--- config.mk ---
export PLATFORM = sky130hd
export DESIGN_NAME = mac_pipeline_stage
export DESIGN_NICKNAME = d
export VERILOG_FILES = /design/src/rtl/mac_pipeline_stage.sv
export SDC_FILE = /design/constraint.sdc
export NUM_CORES = 2
export LEC_CHECK = 0
export CAP_MARGIN = 0
export CORE_MARGIN = 5
export CORE_UTILIZATION = 45
export CTS_CLUSTER_SIZE = 16
export DETAILED_ROUTE_END_ITERATION = 10
export PLACE_DENSITY = 0.74
export SLEW_MARGIN = 5
export SYNTH_ARGS = -nofsm -noshare
export SYNTH_HDL_FRONTEND = slang
export SYNTH_SLANG_ARGS = --single-unit
--- constraint.sdc ---
create_clock -name clk -period 2.6 [get_ports clk]
set_input_delay 0.39 -clock clk [delete_from_list [all_inputs] [get_ports clk]]
set_output_delay 0.39 -clock clk [all_outputs]
set_load 0.05 [all_outputs]
--- src/rtl/mac_pipeline_stage.sv ---
// Signed fixed-point multiply / multiply-add stage with saturation, LAT-deep valid/ready pipeline.
// Optional round-half-up before the shift when MAC_STAGE_ROUND_EN is defined.
module mac_pipeline_stage #(
    parameter int WIDTH = 32,
    parameter int FRAC  = 16,
    parameter int LAT   = 2
) (
    input  logic             clk,
    input  logic             reset,
    input  logic             in_valid,
    output logic             in_ready,
    input  logic [WIDTH-1:0] x,
    input  logic [WIDTH-1:0] coef,
    input  logic [WIDTH-1:0] acc_in,
    input  logic             mode,
    output logic             out_valid,
    input  logic             out_ready,
    output logic [WIDTH-1:0] stage_out,
    output logic [WIDTH-1:0] x_out,
    output logic             overflow,
    output logic             overflow_sticky,
    input  logic             clr_sticky
);

    localparam int PW = 2*WIDTH + 1;

    localparam logic signed [PW-1:0] SAT_MAX = {{(PW-WIDTH+1){1'b0}}, {(WIDTH-1){1'b1}}};
    localparam logic signed [PW-1:0] SAT_MIN = {{(PW-WIDTH+1){1'b1}}, {(WIDTH-1){1'b0}}};

    logic signed [2*WIDTH-1:0] w_prod;
    logic signed [PW-1:0]      w_prod_ext;
    logic signed [PW-1:0]      w_prod_rnd;
    logic signed [PW-1:0]      w_shift;
    logic signed [PW-1:0]      w_acc_ext;
    logic signed [PW-1:0]      w_sum;
    logic [WIDTH-1:0]          w_res;
    logic                      w_ovf;
    logic                      w_adv;

    logic                      r_valid [LAT];
    logic [WIDTH-1:0]          r_res   [LAT];
    logic [WIDTH-1:0]          r_x     [LAT];
    logic                      r_ovf   [LAT];
    logic                      r_sticky;

    assign w_prod     = $signed(x) * $signed(coef);
    assign w_prod_ext = {w_prod[2*WIDTH-1], w_prod};

`ifdef MAC_STAGE_ROUND_EN
    localparam int              RND_SH = (FRAC > 0) ? FRAC - 1 : 0;
    localparam logic [PW-1:0]   RND    = (FRAC > 0) ? ({{(PW-1){1'b0}}, 1'b1} << RND_SH) : '0;
    assign w_prod_rnd = w_prod_ext + $signed(RND);
`else
    assign w_prod_rnd = w_prod_ext;
`endif

    // Extra headroom bit keeps the shifted product plus addend from wrapping.
    assign w_shift   = w_prod_rnd >>> FRAC;
    assign w_acc_ext = {{(PW-WIDTH){acc_in[WIDTH-1]}}, acc_in};
    assign w_sum     = mode ? (w_shift + w_acc_ext) : w_shift;

    always_comb begin
        w_res = w_sum[WIDTH-1:0];
        w_ovf = 1'b0;
        if (w_sum > SAT_MAX) begin
            w_res = {1'b0, {(WIDTH-1){1'b1}}};
            w_ovf = 1'b1;
        end else if (w_sum < SAT_MIN) begin
            w_res = {1'b1, {(WIDTH-1){1'b0}}};
            w_ovf = 1'b1;
        end
    end

    // Global stall: every slot advances together, bubbles included.
    assign w_adv    = !r_valid[LAT-1] || out_ready;
    assign in_ready = w_adv;

    always_ff @(posedge clk or negedge reset) begin
        if (!reset) begin
            for (int i = 0; i < LAT; i++) begin
                r_valid[i] <= 1'b0;
                r_res[i]   <= '0;
                r_x[i]     <= '0;
                r_ovf[i]   <= 1'b0;
            end
        end else if (w_adv) begin
            r_valid[0] <= in_valid;
            r_res[0]   <= w_res;
            r_x[0]     <= x;
            r_ovf[0]   <= w_ovf;
            for (int i = 1; i < LAT; i++) begin
                r_valid[i] <= r_valid[i-1];
                r_res[i]   <= r_res[i-1];
                r_x[i]     <= r_x[i-1];
                r_ovf[i]   <= r_ovf[i-1];
            end
        end
    end

    always_ff @(posedge clk or negedge reset) begin
        if (!reset) begin
            r_sticky <= 1'b0;
        end else if (r_valid[LAT-1] && out_ready && r_ovf[LAT-1]) begin
            r_sticky <= 1'b1;
        end else if (clr_sticky) begin
            r_sticky <= 1'b0;
        end
    end

    assign out_valid       = r_valid[LAT-1];
    assign stage_out       = r_res[LAT-1];
    assign x_out           = r_x[LAT-1];
    assign overflow        = r_ovf[LAT-1];
    assign overflow_sticky = r_sticky;

endmodule

### Yosys cells after proc, flatten, opt, wreduce, memory -nomap -nowiden

Cells that the tools add are included.

* register bits: 133
* input bits: 102
* output and inout port bits: 68
* logic and storage cells: 25

* add/subtract/negate cells: 1
* $mul: 1
* magnitude comparators: 2
* muxes and demuxes: 7
* reductions and logical operators: 5

Operators by type and width (count)
* 65-bit by 32-bit greater-than comparator with 1-bit output, second input constant: 1
* 65-bit by 32-bit less-than comparator with 1-bit output, second input constant: 1
* 65-bit two-way mux: 1
* 32-bit by 32-bit multiplier with 64-bit output: 1
* 32-bit two-way mux: 2
* 48-bit by 32-bit adder with 49-bit output: 1
* 1-bit two-way mux: 4
* 1-bit logical AND: 2
* 2-bit nonzero test: 1
* 1-bit zero test: 1
* 1-bit logical OR: 1

### Depth between registers and ports, before layout

* depth after elaboration: 6
* depth in mapped cells: 45
* gate-level depth less buffers: 41

### Least setup slack after synthesis

OpenSTA, ideal clock, no wires.

* path type: in2reg
* start point: in x[31]
* end point: reg r_res[60] in the netlist's numbering
* setup time: 0.080 ns
* arrival time: 10.580 ns
* required time: 2.520 ns
* path slack: -8.060 ns
* cell stages on the path: 39
* buffers on the path: 4
* path through: clkbuf_1 nand2_1 inv_1 fa_1 inv_1 fa_1 inv_1 fa_1 fa_1 inv_1 fa_1 inv_1 fa_1 fa_1 fa_1 ha_1 clkbuf_1 and4_1 [3 not listed] or2_1 a21oi_1 or3_1 nand2_1 ha_1 clkbuf_1 nand2_1 o311ai_1 a211oi_1 a21boi_1 or4_1 and3_1 a21oi_1 o211ai_1 nor4_4 a21boi_2 buf_4 o22ai_2

* longest elaborated chain between the ends: 6
* elaborated cells on any way between the ends: 7
* classes of those cells: add/sub (1); mul (1); order compare (2); mux (3)

Ends and longest elaborated chain
* from (decl): RTL line 12 `input logic [WIDTH-1:0] x,`
* 32-bit by 32-bit multiplier with 64-bit output (*): RTL line 46 `assign w_prod = $signed(x) * $signed(coef);`
* 48-bit by 32-bit adder with 49-bit output: RTL line 60 `assign w_sum = mode ? (w_shift + w_acc_ext) : w_shift;`
* 65-bit two-way mux (*): RTL line 60
* 65-bit by 32-bit less-than comparator with 1-bit output: RTL line 68 `end else if (w_sum < SAT_MIN) begin`
* 32-bit two-way mux: RTL line 68
* 32-bit two-way mux (*): RTL line 65 `if (w_sum > SAT_MAX) begin`
* to (signal, indexed assignment): RTL line 93 `r_res[i] <= r_res[i-1];`
* to (decl): RTL line 41 `logic [WIDTH-1:0] r_res [LAT];`

Mark *: on every way between the ends. The rest lies on a longest branch, timed or not.
A chain may end at the register's enable or synchronous reset.

### Worst setup path after layout

* start point: in coef[3]
* end point: reg r_res[33] in the netlist's numbering

* longest elaborated chain between the ends: 6
* elaborated cells on any way between the ends: 7
* classes of those cells: add/sub (1); mul (1); order compare (2); mux (3)

Ends and longest elaborated chain
* from (decl): RTL line 13 `input logic [WIDTH-1:0] coef,`
* 32-bit by 32-bit multiplier with 64-bit output (*): RTL line 46
* 48-bit by 32-bit adder with 49-bit output: RTL line 60
* 65-bit two-way mux (*): RTL line 60
* 65-bit by 32-bit less-than comparator with 1-bit output: RTL line 68
* 32-bit two-way mux: RTL line 68
* 32-bit two-way mux (*): RTL line 65

Marked as above.

==> results.txt <==
* Cell types with the highest counts after synthesis: sky130_fd_sc_hd__fa_1 (1082), sky130_fd_sc_hd__inv_1 (1036), sky130_fd_sc_hd__nand2_1 (854), sky130_fd_sc_hd__and2_1 (579), sky130_fd_sc_hd__clkbuf_1 (255)
- CTS placed an instance of sky130_fd_sc_hd__clkbuf_16 at the clock tree root.
- Source of the worst register-to-register timing path: out_valid$_DFFE_PN0P_
- Sink count of the clock tree: between 100 and 150
- Worst Clk Skew: 0.0120 ns
- Portion of netlist area occupied by mux cells: 0.00671
* Run status: finished with violations
- The number of antenna violations at the first check in global routing was 6.
- Depth of the CTS H-tree: 4
* GR Util All Layers: 0.270
* Number of max-cap violations: 0
- Most used flip-flop cell after synthesis: sky130_fd_sc_hd__dfrtp_1
* Overall die area: ~110000 sq um
* Adder-Cell Fraction of Synth Area: 0.526
* Worst path most repeated cell: sky130_fd_sc_hd__fa_1
- Setup repair after global routing could not meet its margin everywhere.
- Die outline height: about 330 um
- The worst hold path belongs to the class input port to register.
- The count of buffers added on input and output ports is around 170.
- For this run, the register share of the synthesized area comes to 0.0714.
* Area growth from synthesis to final layout: 32.6%
- Wire length of the first global-routing pass: about 240000 um
- Entering global routing, the biggest net connects just under 60 pins.
- For this run, global-route usage on met2 was measured as 0.473.
- In this run, synthesis inferred 0 flip-flops with an integrated enable.
- In this run the critical register-to-register path is captured at r_res[33]$_DFFE_PN0P_.
- Ratio of cells with drive above 1 in the final layout: 0.267
* Arrival time at the worst endpoint: around 11 ns
- The most common cell in the synthesized netlist is sky130_fd_sc_hd__fa_1.
* Number of buffers on the longest clock path: 2
- In this run the remaining antenna-violating nets after routing total 0.
* Critical Path Max Stage Delay: roughly 0.66 ns
- Top area cells in the synthesized netlist: sky130_fd_sc_hd__fa_1 (46%), sky130_fd_sc_hd__inv_1 (8.3%), sky130_fd_sc_hd__and2_1 (7.8%)
- Detailed-route wire length per cell: roughly 21 um
- Critical path endpoint category: register
* Synth Area in XOR/XNOR: 0.0184
- Total wire length: ~160000 um
- STA puts the critical path data required time at between 2 and 3 ns.
* Average vias per placed instance: between 5 and 6
- For met1 alone, demand over resource in global routing was 0.310.
- Simple-Gate Fraction of Synth Area: 0.187
- Worst relative slew slack: 0.592
- After detailed placement, the total cell area comes to 55200 sq um.
- When the netlist entered floorplanning its net count stood at roughly 6.6k.
- For met3 alone, demand over resource in global routing was 0.0495.
- Placement Rows: 118
- In this run the standard cell core region covers just over 100000 sq um.
* Top cell type by total area after synthesis: sky130_fd_sc_hd__fa_1
- The via count of the first global-routing pass was about 44k.
* First-pass DRT Iterations: 7
- Instance count of the mapped netlist: 5229
- Critical path class: input port to register
* Die W: between 300 and 400 um
- Num CTS Buffers: 17
- The number of failing hold endpoints at the final stage came to 0.
- DRC viols: 0
* Register bit count reported by yosys: 133
- Actual slew at the worst max-slew pin: 0.610 ns
- Final layout net count: 7487
- Hold path startpoint: x[14]
- Worst reg-to-reg path cell count: 10
- Flop-to-flop setup slack: about 0.25 ns
- For this configuration, the core starts out at a cell density of 0.451.
- Routed via count: 40.4k
- Fraction of synthesis flops using an asynchronous set or reset pin: 1.00
* End point of the critical path: r_res[33]$_DFFE_PN0P_
* Highest achievable clock rate: 0.0954 GHz
* Largest family of logic cells by synthesized area: adder cells
- Count of distinct cell types in the synthesized netlist: just over 100
* Final count of negative-setup-slack endpoints: 33
* Half-perimeter wire length of the detailed placement result: 113000 um
* Clock tree from TritonCTS: built
- A synthesized cell averages 8.91 sq um.
- Clock latency on the worst-skew pair, taken at its later pin, is roughly 0.44 ns.
- The share of synthesized area in the top cell type comes to 0.465.
- Post-Syn Area: about 47000 sq um
- Crit path from: coef[3]
- Once routing completed, OpenROAD measured the worst setup slack at -7.88 ns.
- The finished cells cover slightly above 60000 sq um.
- Largest fanout on the critical path: 7
* Launching element type of the critical path: input port
- Among all stages on the critical path, the largest delay is contributed by sky130_fd_sc_hd__fa_2.
* Worst-path clk slew: approximately 0.060 ns
* Routability Congestion: roughly 0.94
- Top Ports: between 150 and 200
- Period minus WS final: between 10 and 15 ns
* Count of pins over their slew limit: 0
- Sum of overflow across all layers after global routing: 0
* Most crowded layer after global routing: met2
- Failing checks: setup timing
* Final clock period utilization by the worst path: 4.03
* Compound-gate portion of the synthesized area: 0.0709
- Yosys warnings: 0
- Detailed Route Iter0 Violations: ~2.9k
## worst min-delay path by stage
stage               cells past startpoint                     to  slack (ns)
floorplan                               0  out_valid$_DFFE_PN0P_        0.09
detailed placement                      1   x_out[3]$_DFFE_PN0P_        0.33
CTS                                     2    r_x[35]$_DFFE_PN0P_        0.45
finish                                  4    r_x[46]$_DFFE_PN0P_        0.43
global route                            4    r_x[46]$_DFFE_PN0P_        0.40
global placement                        1   x_out[3]$_DFFE_PN0P_        0.33
## cell usage in the layout (no fill, tap or decap), types with 48 or more instances in the layout
cell type	Yosys	routed
sky130_fd_sc_hd__a21oi_1	134	87
sky130_fd_sc_hd__and2_1	579	527
sky130_fd_sc_hd__and2_4	0	52
sky130_fd_sc_hd__buf_12	0	100
sky130_fd_sc_hd__buf_4	67	778
sky130_fd_sc_hd__buf_6	8	97
sky130_fd_sc_hd__clkdlybuf4s50_1	0	104
sky130_fd_sc_hd__dfrtp_1	133	133
sky130_fd_sc_hd__fa_1	1082	990
sky130_fd_sc_hd__fa_2	0	92
sky130_fd_sc_hd__ha_1	228	168
sky130_fd_sc_hd__ha_4	0	58
sky130_fd_sc_hd__inv_1	1036	976
sky130_fd_sc_hd__inv_2	1	57
sky130_fd_sc_hd__nand2_1	854	829
sky130_fd_sc_hd__nor2_1	144	135
sky130_fd_sc_hd__o21ai_0	92	55
sky130_fd_sc_hd__xnor2_1	66	48
## registers in the layout (all words and copies together), names as in the netlist
register         cells
overflow_sticky      1
overflow             1
x_out               32
out_valid            1
stage_out           32
r_x                 32
r_ovf                1
r_res               32
r_valid              1
## kinds of logic after synthesis
group	Yosys count
and+or+nand+nor	1785
buffers and inverters	1391
adders and majority gates	1310
muxes	29
AOI/OAI and AO/OA	483
xor gates and xnor gates	98
DFF	133
## repair_timing
item                                    in CTS  in global routing
endpoints found under the hold margin       40                  0
hold buffers                                 1                  0
buffers inserted                           121                 92
gates resized for setup                    538                472
endpoints found under the setup margin      33                 33
pin swaps                                  244                334
cloned                                      31                 12
## layout make-up
cell class,instances,area [sq um]
fill,7953,41400
timing repair buffer,1181,11800
clock buffer,19,453
sequential,133,3330
tap,1380,1730
antenna,3,7.51
multi-input combinational,3705,40400
clock inverter,13,138
inverter,1037,3900
## layer usage
| metal | up-vias | routed length (um) |
|---|---|---|
| met2 | 1917 | 77200 |
| met5 | - | 37 |
| li1 | 17300 | - |
| met1 | 20500 | 54000 |
| met4 | 6 | 12200 |
| met3 | 708 | 11600 |
## worst max-delay path, delay by kind of cell
family / cells / cell delay [ns]
XOR/XNOR: 2 / 0.27
AO/OA/AOI/OAI: 11 / 1.91
adder cells (fa/ha/maj): 10 / 4.88
AND/OR/NAND/NOR: 9 / 2.13
buffers and inverters: 10 / 1.23
## through the flow
step	util	TNS (ns)	worst slack, ns	std cells	hold WS (ns)
2_1_floorplan	-	-234.62	-7.19	5229	0.0944
3_3_place_gp	0.535	-295.96	-9.05	7197	0.335
3_5_place_dp	0.535	-294.26	-9.04	7197	0.330
4_1_cts	0.575	-252.14	-7.69	7375	0.446
5_1_grt	0.598	-263.65	-8.04	7470	0.405
6_report	0.598	-258.07	-7.88	7471	0.430
Power is not shown: default switching activity piles up to over one toggle a cycle in this logic, so the estimate is an artifact.
